## src/rtl/io_bridge.sv

```systemverilog
// I/O handshake stage between the core and the board switches, key and 7-segment displays.
// Debounces the key, captures switch words, and renders printed values as signed decimal.
module io_bridge #(
  parameter int DEBOUNCE_CYCLES = 4,
  parameter bit BLANK_ZEROS     = 1'b1
) (
  input  logic        Clock,
  input  logic        reset,
  input  logic        halt,
  input  logic        input_flag,
  input  logic        output_flag,
  input  logic [31:0] data_in,
  input  logic [14:0] SW,
  input  logic        insert,
  output logic [31:0] user_input,
  output logic        stall,
  output logic [6:0]  HEX0,
  output logic [6:0]  HEX1,
  output logic [6:0]  HEX2,
  output logic [6:0]  HEX3,
  output logic [6:0]  HEX4,
  output logic [6:0]  HEX5,
  output logic [6:0]  HEX6,
  output logic [6:0]  HEX7
);

  typedef enum logic [1:0] {IDLE, IN_WAIT, CONV, DONE} state_t;

  localparam logic [7:0] DB_LAST   = 8'(DEBOUNCE_CYCLES - 1);
  localparam logic [6:0] SEG_BLANK = 7'h7F;
  localparam logic [6:0] SEG_DASH  = 7'h3F;

  state_t      state_reg, state_next;
  logic        sync1_reg, sync2_reg;
  logic [7:0]  db_cnt_reg;
  logic        db_level_reg, db_prev_reg;
  logic        press;
  logic [31:0] data_reg, mag_reg, bcd_reg, user_input_reg;
  logic        neg_reg, ovf_reg;
  logic [5:0]  step_reg;
  logic [6:0]  hex_reg  [8];
  logic [6:0]  hex_next [8];
  logic [31:0] bcd_adj, bcd_next, mag_next, abs_val;

  function automatic logic [6:0] seg7(input logic [3:0] d);
    case (d)
      4'd0:    seg7 = 7'h40;
      4'd1:    seg7 = 7'h79;
      4'd2:    seg7 = 7'h24;
      4'd3:    seg7 = 7'h30;
      4'd4:    seg7 = 7'h19;
      4'd5:    seg7 = 7'h12;
      4'd6:    seg7 = 7'h02;
      4'd7:    seg7 = 7'h78;
      4'd8:    seg7 = 7'h00;
      4'd9:    seg7 = 7'h10;
      default: seg7 = SEG_BLANK;
    endcase
  endfunction

  // Key path: two-flop synchronizer, then a counter that must see a steady new level.
  always_ff @(posedge Clock) begin
    if (reset) begin
      sync1_reg    <= 1'b0;
      sync2_reg    <= 1'b0;
      db_cnt_reg   <= '0;
      db_level_reg <= 1'b0;
      db_prev_reg  <= 1'b0;
    end else begin
      sync1_reg   <= insert;
      sync2_reg   <= sync1_reg;
      db_prev_reg <= db_level_reg;
      if (sync2_reg != db_level_reg) begin
        if (db_cnt_reg == DB_LAST) begin
          db_level_reg <= sync2_reg;
          db_cnt_reg   <= '0;
        end else begin
          db_cnt_reg <= db_cnt_reg + 8'd1;
        end
      end else begin
        db_cnt_reg <= '0;
      end
    end
  end

  assign press = db_level_reg & ~db_prev_reg;

  always_comb begin
    state_next = state_reg;
    stall      = 1'b0;
    case (state_reg)
      IDLE: begin
        if (!halt) begin
          if (input_flag) begin
            stall      = 1'b1;
            state_next = IN_WAIT;
          end else if (output_flag) begin
            stall      = 1'b1;
            state_next = CONV;
          end
        end
      end
      IN_WAIT: begin
        stall = 1'b1;
        if (press) state_next = DONE;
      end
      CONV: begin
        stall = 1'b1;
        if (step_reg == 6'd32) state_next = DONE;
      end
      default: state_next = IDLE;
    endcase
  end

  // One double-dabble iteration: add 3 to any nibble >= 5, then shift the pair left.
  genvar gi;
  generate
    for (gi = 0; gi < 8; gi++) begin : g_adj
      assign bcd_adj[gi*4 +: 4] = (bcd_reg[gi*4 +: 4] >= 4'd5) ?
                                  bcd_reg[gi*4 +: 4] + 4'd3 : bcd_reg[gi*4 +: 4];
    end
  endgenerate

  assign bcd_next = {bcd_adj[30:0], mag_reg[31]};
  assign mag_next = {mag_reg[30:0], 1'b0};
  assign abs_val  = data_reg[31] ? (~data_reg + 32'd1) : data_reg;

  // Digit rendering from the final iteration's result; sign and overflow override digits.
  generate
    for (gi = 0; gi < 8; gi++) begin : g_seg
      logic lead_zero;
      assign lead_zero = (bcd_next[31:gi*4] == '0);
      if (gi == 7) begin : g_top
        assign hex_next[gi] = (ovf_reg || neg_reg) ? SEG_DASH :
                              (BLANK_ZEROS && lead_zero) ? SEG_BLANK :
                              seg7(bcd_next[gi*4 +: 4]);
      end else if (gi == 0) begin : g_low
        assign hex_next[gi] = ovf_reg ? SEG_DASH : seg7(bcd_next[gi*4 +: 4]);
      end else begin : g_mid
        assign hex_next[gi] = ovf_reg ? SEG_DASH :
                              (BLANK_ZEROS && lead_zero) ? SEG_BLANK :
                              seg7(bcd_next[gi*4 +: 4]);
      end
    end
  endgenerate

  always_ff @(posedge Clock) begin
    if (reset) begin
      state_reg      <= IDLE;
      data_reg       <= '0;
      mag_reg        <= '0;
      bcd_reg        <= '0;
      neg_reg        <= 1'b0;
      ovf_reg        <= 1'b0;
      step_reg       <= '0;
      user_input_reg <= '0;
      for (int i = 0; i < 8; i++) hex_reg[i] <= SEG_BLANK;
    end else begin
      state_reg <= state_next;
      case (state_reg)
        IDLE: begin
          step_reg <= '0;
          if (!halt && !input_flag && output_flag) data_reg <= data_in;
        end
        IN_WAIT: begin
          if (press) user_input_reg <= {{17{SW[14]}}, SW};
        end
        CONV: begin
          step_reg <= step_reg + 6'd1;
          if (step_reg == 6'd0) begin
            neg_reg <= data_reg[31];
            mag_reg <= abs_val;
            bcd_reg <= '0;
            ovf_reg <= data_reg[31] ? (abs_val > 32'd9999999) : (abs_val > 32'd99999999);
          end else begin
            mag_reg <= mag_next;
            bcd_reg <= bcd_next;
            if (step_reg == 6'd32) begin
              for (int i = 0; i < 8; i++) hex_reg[i] <= hex_next[i];
            end
          end
        end
        default: ;
      endcase
    end
  end

  assign user_input = user_input_reg;
  assign HEX0 = hex_reg[0];
  assign HEX1 = hex_reg[1];
  assign HEX2 = hex_reg[2];
  assign HEX3 = hex_reg[3];
  assign HEX4 = hex_reg[4];
  assign HEX5 = hex_reg[5];
  assign HEX6 = hex_reg[6];
  assign HEX7 = hex_reg[7];

endmodule

```

## config.mk

```make
export PLATFORM = sky130hd
export DESIGN_NAME = io_bridge
export DESIGN_NICKNAME = d
export VERILOG_FILES = /design/src/rtl/io_bridge.sv
export SDC_FILE = /design/constraint.sdc
export NUM_CORES = 1
export LEC_CHECK = 0
export CORE_UTILIZATION = 40
export CTS_BUF_LIST = sky130_fd_sc_hd__clkbuf_4 sky130_fd_sc_hd__clkbuf_8
export CTS_CLUSTER_SIZE = 16
export DETAILED_ROUTE_END_ITERATION = 7
export GPL_TIMING_DRIVEN = 0
export SLEW_MARGIN = 20
export SYNTH_ARGS = -nofsm -noshare
export SYNTH_HDL_FRONTEND = slang
export SYNTH_SLANG_ARGS = --single-unit
export TNS_END_PERCENT = 30
```

## constraint.sdc

```tcl
create_clock -name Clock -period 4.4 [get_ports Clock]
set_input_delay 1.32 -clock Clock [delete_from_list [all_inputs] [get_ports Clock]]
set_output_delay 1.32 -clock Clock [all_outputs]
set_load 0.02 [all_outputs]
```

# [Yosys cells after proc, flatten, opt, wreduce, memory -nomap -nowiden]
# Memories as Yosys holds them, arrays and structs flattened.
# Index checks and enable logic that the tools add are counted.
[word_totals] reg_bits=133 ram_bits=56 romBits=896 latch_bits=0 out_inout_bits=89 mem_count=9 word_cells=139
[op_classes] shift=0 multipliers=0 n_eq_ne=9 muxes=53 div_mod_pow=0 magnitude_cmp=10 addsub=11 reduce_logical=22 bitwise=12
[memory_table] name="(no name shown)" depth=16 width=7 rd=1 rd_ports_with_merged_regs=0 wr=0 line="46" source="case (d)"
[memory_table] name="(no name shown)" depth=16 width=7 rd=1 rd_ports_with_merged_regs=0 wr=0 line="46"
[memory_table] name="(no name shown)" depth=16 width=7 rd=1 rd_ports_with_merged_regs=0 wr=0 line="46"
[memory_table] name="(no name shown)" depth=16 width=7 rd=1 rd_ports_with_merged_regs=0 wr=0 line="46"
[memory_table] name="(no name shown)" depth=16 width=7 rd=1 rd_ports_with_merged_regs=0 wr=0 line="46"
[memory_table] name="(no name shown)" depth=16 width=7 rd=1 rd_ports_with_merged_regs=0 wr=0 line="46"
[memory_table] name="3 more memories"
[ops] operator="$mux 7" n=23
[ops] operator="$mux 32" n=3
[ops] operator="$add 32x1->32 const B" n=1
[ops] operator="$ge 4x3->1 const B" n=8
[ops] operator="$gt 32x24->1 const B" n=1
[ops] operator="$gt 32x27->1 const B" n=1
[ops] operator="$not 32->32" n=1
[ops] operator="$add 4x2->4 const B" n=7
[ops] operator="$logic_not 28->1" n=1
[ops] operator="$mux 4" n=7
[ops] operator="$logic_not 24->1" n=1
[ops] operator="$logic_not 20->1" n=1
[ops] operator="$logic_not 16->1" n=1
[ops] operator="$logic_not 12->1" n=1
[ops] operator="$pmux 6 s2" n=1
[ops] operator="$mux 1" n=11
[ops] operator="$mux 2" n=5
[ops] operator="$add 8x1->8 const B" n=1
[ops] operator="$eq 8x2->1 const B" n=1
[ops] operator="$logic_not 8->1" n=1
[ops] operator="$or 1x1->1" n=8
[ops] operator="$reduce_and 2->1" n=4
[ops] operator="$add 6x1->6 const B" n=1
[ops] operator="$eq 6x6->1 const B" n=1
[ops] operator="other kinds (21)" n=26

# [Longest topological paths before layout]
[depth] depth_word=7 depth_mapped=14 mapped_depth_nobuf=14

# [Worst setup path before layout]
# Ideal clock, no wire load.
[synth_path] path_type="input port to flip-flop" from="input reset" to="memory hex_reg[0][0], enable pin" arrival_time_ns=2.888 setup_slack_ns=1.097 required_ns=3.985 path_buffers=1 setup_time_ns=0.415 stages=3 cell_sequence="clkbuf_1 inv_1 nand2_1"
[synth_lines] item="start: declaration" line="8" source="input logic reset,"
[synth_lines] item="end: declaration" line="41" source="logic [6:0] hex_reg [8];"

# [Final worst setup path]
[layout_path] from="input halt" to="output stall"
[layout_via] elab_chain_cells=2
[layout_rtl] item="start: declaration" line="9" source="input logic halt,"
[layout_rtl] item="$mux 1" line="93" source="if (!halt) begin"
[layout_rtl] item="$pmux 1 s2" line="91" source="case (state_reg)"
[layout_rtl] item="end: declaration" line="16" source="output logic stall,"
# Every way passes these cells.

==> flow_summary.ini <==
[status]
status = finished clean

[yosys]
synth.area.mux_share_pct = 4.43
syn_nets = 1394
synthCells = 1277
async_reset_ff_share_pct = 0
synth_flop_cell = dfxtp_1
syn_avg_cell_area_um2 = 8.34
synthAdderAreaFrac_pct = 7.52
yosys.area_share.simple_pct = 20.9
ys.warnings.count = 0
synth_compound_area_share_pct = 16.5
synth_edf_count = 56
syn_area_um2 = 10600
yosysUniqueCellTypes = 60
synth.yosys.seq_area_share_pct = 40.8
synth_top_family_by_area = simple AND/OR/NAND/NOR gates
synth_seq_cells = 189
synth_xor_area_share_pct = 4.35

[global_routing]
grt_pass1_vias = 8315
grt-ovfl-total = 0
antenna_found_initial = 0
grt_pass1_wl_um = 42300
grt_max_degree = 57
grtUsageTotal_pct = 19.6

[sta]
slew_viol_final = 0
fin_ws_ns = 0.235
hold_viol_final = 0
min_period_over_period_pct = 94.7
finalSetupViolCount = 0
min_period_ns = 4.16
rsz0062_at_grt = no
max_freq_mhz = 240
worst_slew_pin_slew_ns = 0.944
fin_skew_ns = 0.0156
relSlewSlack_pct = 36.6

[pwr]
ir_drop_uv = 172
p_per_area_nw_per_um2 = 324
power.leakage_nw = 4.59

[clocking]
cts_hold_buf = 0
post_cts_resized = 0
clock_latency_ns = 0.47
clock_sinks = 189
cts_root_buf = clkbuf_8
cts_tree = yes
htree_levels = 4
clk_pin_slew_ns = 0.09
clock_path_buffers = 2
numCtsBuffers = 17
cts_setup_buffers = 0

[detailed_routing]
first_pass_iters = 7
via_per_inst = 5.11
drt_first_iter_violations = 425
post_drt_wl_per_cell_um = 14.7
ant_nets = 0
drc_errors = 0
wl_um = 26200
vias = 9119

[floorplanning]
rows = 59
die_w_um = 165
ios = 142
initial_utilization_pct = 40.9
core_um2 = 26100
fp.dieArea_um2 = 27300
die_h_um = 165

[final_layout]
drive_above_1_share_pct = 5.03
largest_reg_flops = 56
fin_nets = 1554
syn_to_final_growth_pct = 21.0
final_cells = 1785
fillers = 2581
n_antenna_cell = 0

[worst_setup_path]
cp-start-kind = primary input
path_common_cell = clkdlybuf4s50_1
r2r_setup_slack_ns = 0.50
crit_family = buffers and inverters
critPathCaptureType = output port
crit_end = stall
path_buf_inv = 2
crit_path_top_delay_cell = clkdlybuf4s50_1
critPathKind = primary input to output port
max_stage_delay_ns = 0.64
path_depth = 5
worstSetupStartpoint = halt
cp.required_ns = 3.08
crit_arrival_ns = 2.84
worstPathMaxFanout = 3
rr_worst_depth = 14
reg2reg_from = bcd_reg[29]
r2r_end = hex_reg[0][9]
path_cells = clkdlybuf4s50_1 -> nor2b_1 -> o21ai_0 -> a21oi_1 -> clkdlybuf4s50_1

[placed_design]
pre_cts_ws_ns = 0.222
placed_cells = 1753
gp_congestion = 0.871
port_buffers = 141
dp_hpwl_um = 19400

[run]
cap_violations = 0

[hold_path]
min_path_type = flop to flop
-- where the power goes --
part	internal (W)	switching, W
sequential	0.00184	0.0000498
combinational	0.000371	0.000727
clock	0.000531	0.000648
total	0.00274	0.00142
-- worst register-to-register path: stages (launching register included) --
cell      delay, ns
dfxtp_1        0.32
inv_1          0.11
ha_1           0.24
nand2b_1       0.08
a21oi_1        0.31
xnor2_1        0.20
inv_1          0.20
ha_1           0.30
nand4_1        0.40
nor4_1         0.64
nand2b_1       0.23
or3_1          0.35
a21oi_1        0.15
nor2_1         0.10
o21ai_0        0.12
-- routing by layer --
layer / vias to the layer above / part of all wire (%) / global-route usage, %
li1: 4721 / - / -
met1: 4184 / 48 / 25.9
met2: 184 / 47 / 33.1
met3: 30 / 3.7 / 2.87
met4: 0 / 1.5 / 5.80
met5: - / 0 / 0
-- cells by family (layout without fill, tap and decap cells) --
kind of cell               after synthesis  in the layout
DFF                                    189            189
AOI/OAI and AO/OA                      302            302
xor gates and xnor gates                52             52
and+or+nand+nor                        486            486
buffers and inverters                  138            311
muxes                                   46             46
adders and majority gates               64             64
-- synth_stat cells (all sizes together) (5+ instances only) --
| cell type | number | area [µm²] |
|---|---|---|
| clkbuf | 61 | 229 |
| nor2 | 118 | 443 |
| or2 | 6 | 37.5 |
| a21o | 6 | 45.0 |
| buf | 24 | 155 |
| inv | 52 | 195 |
| a21oi | 127 | 636 |
| edfxtp | 56 | 1680 |
| mux2i | 37 | 370 |
| or4 | 11 | 93.8 |
| or3 | 12 | 85.1 |
| nand2b | 22 | 138 |
| nor3 | 29 | 145 |
| nor4 | 5 | 46.3 |
| nand3b | 8 | 60.1 |
| a22oi | 18 | 135 |
| o31ai | 12 | 90.1 |
| o21ai | 89 | 445 |
| a211oi | 14 | 105 |
| xor2 | 27 | 244 |
| nand2 | 206 | 776 |
| nor2b | 16 | 100 |
| o41ai | 5 | 43.8 |
| and3 | 6 | 37.5 |
| mux2 | 9 | 101 |
| dfxtp | 133 | 2660 |
| ha | 64 | 801 |
| nor3b | 5 | 37.5 |
| xnor2 | 25 | 219 |
| a21boi | 6 | 45.0 |
| nand3 | 33 | 165 |
-- cell usage in the layout, fill, tap and decap left out, types with 33 or more instances in the layout --
cell type and count:
a21oi_1 127, clkbuf_1 61, nand3_1 33, dfxtp_1 133
o21ai_0 84, mux2i_1 37, nor2_1 118, edfxtp_1 56
clkdlybuf4s50_1 141, inv_1 53, ha_1 64, nand2_1 204
-- worst min path at each step --
stage	endpoint	depth (start not counted)	slack [ns]	startpoint
CTS	user_input[2]	2	0.46	user_input[2]
floorplan	sync2_reg	1	0.41	sync1_reg
finish	user_input[2]	2	0.46	user_input[2]
global placement	sync2_reg	1	0.42	sync1_reg
global route	sync2_reg	1	0.48	sync1_reg
detailed placement	sync2_reg	1	0.44	sync1_reg
-- through the flow --
stage                     instance area, µm²  total power, W  hold slack [ns]  setup TNS [ns]  utilization (%)
after floorplan                        10600         0.00265            0.414               0                -
after global placement                 12500         0.00302            0.423          -17.44             47.9
after detailed placement               12500         0.00303            0.438               0             47.9
after CTS                              12900         0.00420            0.460               0             49.4
after global routing                   12900         0.00439            0.483               0             49.4
final                                  12900         0.00417            0.458               0             49.4
-- layout make-up --
cell class                      count  area (µm²)  area share, %
Buffer                             85         384           2.98
Multi-Input combinational cell    950        5730           44.5
Clock inverter                     13         139           1.08
Timing Repair Buffer              141        1410           11.0
Inverter                           53         199           1.54
Tap cell                          335         419           3.25
Sequential cell                   189        4340           33.7
Clock buffer                       19         255           1.98
Note: power is estimated with default switching activity, not from simulation.
